### src/rtl/unidade_entrada.sv
// Input unit for the IN instruction: synchronises the board switches and the
// confirm button, debounces the button, stalls the core while IN waits for a
// press, then latches the switches and releases the stall for one cycle.
//
// Ports:
//   clock, reset        rising-edge clock, synchronous active-high reset
//   in_instr            decoder flag: current instruction is IN
//   chaves[15:0]        raw switches (asynchronous)
//   botao_confirma      raw confirm button (asynchronous, bouncy, active-high)
//   interruptores[15:0] latched switch value for the ALU-source selector
//   espera              stall request (hold PC, suppress register write)
//   valido              one-cycle pulse: interruptores captured this cycle
module unidade_entrada #(
  parameter int DEBOUNCE_CYCLES = 500000,
  parameter int CNT_W           = 20
) (
  input  logic        clock,
  input  logic        reset,
  input  logic        in_instr,
  input  logic [15:0] chaves,
  input  logic        botao_confirma,
  output logic [15:0] interruptores,
  output logic        espera,
  output logic        valido
);

  typedef enum logic [1:0] {
    IDLE       = 2'd0,
    WAIT_PRESS = 2'd1,
    CAPTURE    = 2'd2
  } state_t;

  localparam logic [CNT_W-1:0] CNT_LAST = CNT_W'(DEBOUNCE_CYCLES - 1);

  // Two-flop synchronisers
  logic [15:0] chaves_s1, chaves_s2;
  logic        btn_s1, btn_s2;

  // Debouncer
  logic             btn_db;
  logic             btn_prev;
  logic [CNT_W-1:0] cnt;
  logic             press;

  state_t state, state_next;
  logic   load_cap;

  always_ff @(posedge clock) begin
    if (reset) begin
      chaves_s1 <= '0;
      chaves_s2 <= '0;
      btn_s1    <= 1'b0;
      btn_s2    <= 1'b0;
    end else begin
      chaves_s1 <= chaves;
      chaves_s2 <= chaves_s1;
      btn_s1    <= botao_confirma;
      btn_s2    <= btn_s1;
    end
  end

  // The debounced level only flips after the synchronised button has
  // disagreed with it for DEBOUNCE_CYCLES consecutive cycles; any return to
  // agreement throws the partial count away.
  always_ff @(posedge clock) begin
    if (reset) begin
      btn_db   <= 1'b0;
      cnt      <= '0;
      btn_prev <= 1'b0;
    end else begin
      btn_prev <= btn_db;
      if (btn_s2 == btn_db) begin
        cnt <= '0;
      end else if (cnt == CNT_LAST) begin
        btn_db <= ~btn_db;
        cnt    <= '0;
      end else begin
        cnt <= cnt + 1'b1;
      end
    end
  end

  // A held button produces no new rising edge, so it cannot capture.
  assign press = btn_db & ~btn_prev;

  always_ff @(posedge clock) begin
    if (reset) begin
      state <= IDLE;
    end else begin
      state <= state_next;
    end
  end

  always_comb begin
    state_next = state;
    espera     = 1'b0;
    load_cap   = 1'b0;
    case (state)
      IDLE: begin
        // press is deliberately ignored here, even alongside in_instr
        espera = in_instr;
        if (in_instr) state_next = WAIT_PRESS;
      end
      WAIT_PRESS: begin
        espera = 1'b1;
        if (press) begin
          state_next = CAPTURE;
          load_cap   = 1'b1;
        end else if (!in_instr) begin
          state_next = IDLE;
        end
      end
      CAPTURE: begin
        state_next = IDLE;
      end
      default: begin
        state_next = IDLE;
      end
    endcase
  end

  always_ff @(posedge clock) begin
    if (reset) begin
      interruptores <= '0;
    end else if (load_cap) begin
      interruptores <= chaves_s2;
    end
  end

  assign valido = (state == CAPTURE);

endmodule

### config.mk
export PLATFORM = sky130hd
export DESIGN_NAME = unidade_entrada
export DESIGN_NICKNAME = d
export VERILOG_FILES = /design/src/rtl/unidade_entrada.sv
export SDC_FILE = /design/constraint.sdc
export NUM_CORES = 1
export LEC_CHECK = 0
export CAP_MARGIN = 20
export CELL_PAD_IN_SITES_DETAIL_PLACEMENT = 1
export CELL_PAD_IN_SITES_GLOBAL_PLACEMENT = 2
export CORE_ASPECT_RATIO = 1.2
export CORE_MARGIN = 2
export CORE_UTILIZATION = 35
export CTS_CLUSTER_DIAMETER = 30
export DETAILED_ROUTE_END_ITERATION = 8
export GPL_TIMING_DRIVEN = 0
export PLACE_DENSITY = 0.86
export SLEW_MARGIN = 20
export SYNTH_ARGS = -nofsm -noshare
export SYNTH_HDL_FRONTEND = slang
export SYNTH_SLANG_ARGS = --single-unit
### constraint.sdc
create_clock -name clock -period 4.6 [get_ports clock]
set_input_delay 0.92 -clock clock [delete_from_list [all_inputs] [get_ports clock]]
set_output_delay 0.92 -clock clock [all_outputs]
set_load 0.05 [all_outputs]
Yosys cells after proc, flatten, opt, wreduce, memory -nomap -nowiden --
Index checks and enable logic that the tools add are counted.
Word-level totals: flip-flop bits (word level) 74, memory bits (writable) 0, input bits 20, bits in latches 0, memory bits (read-only) 0, memories kept 0, word-level logic and storage cells 31
Operators by class: mux-type cells 7, multiply operators 0, reduce and logical (&&, ||, !) cells 4, equal/unequal tests 6, bitwise logic cells 4, add/subtract/negate cells 1, shifts and indexed selects 0, divide/modulo/power cells 0, magnitude comparators 0
Operators by type and width (count):
- adder 20 x 1 -> 20 bit, second input constant | 1
- == test 20 x 19 -> 1 bit, second input constant | 1
- two-way mux 2 bit | 3
- case mux 2 bit (2 select lines) | 1
- AND reduction 2 bit | 2
- inequality test 3 bit, second input constant | 1
- NOT 1 bit | 3
- OR reduction 3 bit | 1
- == test 2 x 1 -> 1 bit, second input constant | 1
- == test 2 bit, second input constant | 1
- zero test 2 bit | 1
- two-way mux 1 bit | 2
- inequality test 2 bit, second input constant | 1
- case mux 1 bit (2 select lines) | 1
- AND 1 bit | 1
- == test 1 bit | 1

Depth between registers and ports, before layout --
depth in word-level cells 4, gate-level depth with buffers 6, mapped depth without buffers 5

Worst setup path before layout --
No wires, ideal clock.
path kind input to output, from in in_instr, to out espera, data required time 3.680 ns, setup slack 2.089 ns, data arrival time 1.591 ns, cell stages on the path 2, cells stage by stage nor2_1 nor2_1
On the way: longest elaborated chain between the ends 1
RTL lines:
- start, declared | line 19 | input logic in_instr,
- case mux 1 bit (2 select lines) | line 98 | case (state)
- end, declared | line 23 | output logic espera,
No other way between the ends.

Worst setup path after layout --
Ends and elaborated chain as after synthesis.

==> results by stage <==
Outcome:
- The flow ran to the end, and the final reports show no timing, DRC or antenna violations.

Place:
- The last weighted congestion value of the routability-driven placer is slightly above 0.7.
- The post-DP HPWL is about 3600 um.
- The total of buffers placed on input and output ports is 37.
- The cell area reported after detailed placement is ~3000 um2.
- OpenSTA, run right after detailed placement, puts the worst setup slack at 1.307 ns.
- In this run, placement finished with an instance count of 387.

Synth:
- Counting flops and latches in the post-synthesis netlist gives 74.
- The number of different library cells in the post-synthesis netlist is 27.
- The post-synthesis instance area is 2529 um2.
- The mean instance size in the synthesized netlist is 9.615 um2.
- The cell count after synthesis came out at 263.
- Of the synthesized area, sequential elements account for 0.5858.
- The count of warnings emitted by yosys is 0.
- When the netlist entered floorplanning its net count stood at 284.

Die:
- For this configuration, the core starts out at a cell density of 0.3645.
- The floorplan step defined a core boundary enclosing 6937 um2.
- In this run the count of I/O pins placed on the die edge is 38.
- The site row count is 33.
- The overall die area is 7923 um2.
- The die is between 80 and 90 um wide.
- The height of the chip is 97.11 um.

Min path:
- Counting instances, the worst hold path has a depth of 2.
- The worst hold path belongs to the class reg2reg.

Power and ir drop:
- The clock share of power is 0.485.
- Of the total power, the share spent switching nets is 0.1937.
- The overall power of the completed layout is 1.361 mW.
- The leakage power figure is roughly 1.1 nW.
- The internal portion of total power is 1.098 mW.
- The share of total power dissipated in sequential elements is 0.484.
- The switching power total is 263.8 uW.
- Dividing total power by cell area gives a power density of a little over 400 nW/um2.
- The peak supply drop is 0.0001835 V.
- The share of total power dissipated in combinational logic is 0.032.

Routing:
- The detailed router finished its first iteration with between 40 and 50 violations.
- Summed over all layers, the routed wires come to 5232 um.
- In this run the remaining antenna-violating nets after routing total 0.
- The first detailed-routing pass ran for 4 iterations.
- In the routed layout, each cell is associated on average with a via count of around 4.7.
- Dividing the detail-routed wire length by the instance count gives 12.98 um.
- For this run, design rule violations remaining after detail routing come to 0.
- The final route contains approximately 1.9k vias.

Worst setup path:
- Data on the critical path is required at its endpoint by 3.68 ns.
- The critical path startpoint category is an input pin.
- The biggest cell delay along the critical path is between 0.8 and 0.9 ns.
- By startpoint and endpoint, the worst setup path is classified as in2out.
- The worst reg-to-reg path cell count is 5.
- The kind of capture point of the worst setup path is a primary output.
- The slowest stage of the critical path belongs to the cell clkdlybuf4s50_1.
- The worst endpoint data arrival time is 2.35 ns.
- In this run the worst path has a maximum fanout of 2.
- The signal on the critical path passes through clkdlybuf4s50_1, nor2_1, nor2_1, clkdlybuf4s50_1.

STA:
- The transition time at the pin with the least slew margin is 0.7656 ns.
- The worst path needs roughly 3.3 ns of the cycle, external delays included.
- For this run, the top clock speed supported by timing is 0.3056 GHz.
- The worst setup margin is roughly 1.3 ns.
- Setup violations remaining at the end of the flow were counted as 0.
- Setup total negative slack on the finished layout was measured at 0 ns.
- Setup repair after global routing left no endpoint under its margin.
- The final max-slew violation count is 0.
- The final worst clock skew is roughly 0.012 ns.
- The tightest slew margin relative to the limit is 0.4857.
- The minimum hold slack is 0.4331 ns.
- The total count of hold-check failures in the final report is 0.
- Dividing the final minimum period by the clock period gives 0.7115.

CTS:
- TritonCTS created 9 clock buffers.
- At the later pin of the worst-skew pair, clock insertion delay measures 0.34 ns.
- The depth of the CTS H-tree is 3.
- No sink is reached through more buffers than the 2 on the longest clock path.
- TritonCTS built the clock tree.
- After clock tree synthesis, the flow added hold-fix buffers numbering 0.
- Clock tree synthesis found a total of 74 sinks.
- Post-CTS repair changed the size of 0 cells.
- CTS placed an instance of clkbuf_8 at the clock tree root.
- The post-CTS repair timing setup buffer count is 0.
- The clock-pin transition on the worst setup and hold timing paths is 0.08 ns.

Cells and area:
- The share of the core filled with cells in the final layout is 0.4719.
- The count of filler cells inserted in the layout is 801.
- The number of standard cells in the final layout excluding fillers is 403.
- The area occupied by multi-input gates is 974.7 um2.
- The total inserted antenna cells is 0.
- The sequential cell area in the final layout is between 1000 and 1500 um2.
- At the end of the flow, the number of nets in the layout was 332.
- In the final layout, the share of cells above drive strength 1 is 0.06329.
- The final standard cell area without fillers is ~3300 um2.
- Compared with the post-synthesis result, the final layout area differs by 29.44%.

Global routing:
- Entering global routing, the biggest net connects 14 pins.
- The initial antenna violation count was 0.
- The global-route wire length before repair is between 8000 and 9000 um.
- The via count of the first global-routing pass was 1,997.
- After global routing the overflow that remains totals 0.
- Across every metal layer, demand over resource in global routing totals 0.1449.

Run:
- Max-cap violations in this run came to 0.
==> sequential cells by signal, indices dropped and copies added, names as in the netlist <==
| name | flops |
|---|---|
| btn_db | 1 |
| btn_prev | 1 |
| btn_s1 | 1 |
| btn_s2 | 1 |
| chaves_s1 | 16 |
| chaves_s2 | 16 |
| cnt | 20 |
| interruptores | 16 |
| state | 2 |
==> placed cells by master (no fill, tap or decap), types with 2 or more instances in the layout <==
cell	count
xor2_1	6
nand3_1	6
o21ai_0	4
and4_1	3
clkdlybuf4s50_1	37
inv_1	5
nor4_1	2
xnor2_1	6
bufinv_16	4
o31ai_1	4
dfxtp_1	74
a21oi_1	23
or4_1	5
nor3_1	3
clkbuf_8	9
nand4_1	7
or3_1	4
nor2_1	17
clkbuf_1	11
nand2_1	38
nor2b_1	37
==> final timing paths <==
| check | from | end | slack [ns] |
|---|---|---|---|
| worst max register to register | cnt[12] | cnt[12] | 2.65 |
| worst min-delay path | chaves_s2[12] | interruptores[12] | 0.43 |
| worst min register to register | chaves_s2[12] | interruptores[12] | 0.43 |
| worst max-delay path | in_instr | espera | 1.33 |
==> worst max-delay path: cells and delay by family <==
kind          cells  cell delay, ns
buf+inv           2            1.29
simple gates      2            0.13
==> synthesized netlist by cell type <==
| cell | instances | area share |
|---|---|---|
| dfxtp_1 | 74 | 0.59 |
| nand2_1 | 38 | 0.056 |
| nor2b_1 | 37 | 0.092 |
| a21oi_1 | 23 | 0.046 |
| nor2_1 | 17 | 0.025 |
| clkbuf_1 | 10 | 0.015 |
| nand4_1 | 7 | 0.017 |
| nand3_1 | 6 | 0.012 |
| xnor2_1 | 6 | 0.021 |
| xor2_1 | 6 | 0.021 |
| inv_1 | 5 | 0.0074 |
| or4_1 | 5 | 0.015 |
| o21ai_0 | 4 | 0.0079 |
| o31ai_1 | 4 | 0.012 |
| or3_1 | 4 | 0.0099 |
| and4_1 | 3 | 0.010 |
| nor3_1 | 3 | 0.0059 |
| nor4_1 | 2 | 0.0049 |
| buf_6 | 1 | 0.0045 |
| clkbuf_2 | 1 | 0.0020 |
| ha_1 | 1 | 0.0049 |
| nand4_2 | 1 | 0.0049 |
| nor4b_1 | 1 | 0.0035 |
| o21ai_4 | 1 | 0.0064 |
| o41ai_1 | 1 | 0.0035 |
| or2_1 | 1 | 0.0025 |
| or3_4 | 1 | 0.0045 |
==> cell families after synthesis <==
family,count (synthesis),share of synthesized area
and+or+nand+nor,126,0.2637
buffers and inverters,17,0.02870
AOI/OAI and AO/OA,33,0.07521
xor gates and xnor gates,12,0.04156
adders and majority gates,1,0.004947
DFF,74,0.5858
==> layer usage <==
metal  wire length (um)  vias to the layer above  GRT usage  part of all wire
met5                  0                        -          0                 0
met1               2243                      907     0.1662              0.43
li1                   -                      967          -                 -
met4                 78                        0    0.05769             0.015
met2               2775                       24     0.2516              0.53
met3                135                        9    0.03625             0.026
==> final cells by class <==
type	instances	share of cell area
clock inverter	6	0.04205
clock buffer	10	0.03899
buffer	12	0.01644
multi-input combinational	172	0.2978
inverter	5	0.005734
timing repair buffer	37	0.1131
tap	87	0.03326
sequential	74	0.4526
==> power by group through the flow <==
stage          Sequential [mW]  Clock (mW)  Combinational (mW)
2_1_floorplan            0.672           0              0.0206
3_3_place_gp             0.673           0              0.0432
3_5_place_dp             0.673           0              0.0440
4_1_cts                  0.658       0.674              0.0444
5_1_grt                  0.660       0.706              0.0477
6_report                 0.658       0.660              0.0432
(Power assumes the default switching activity.)
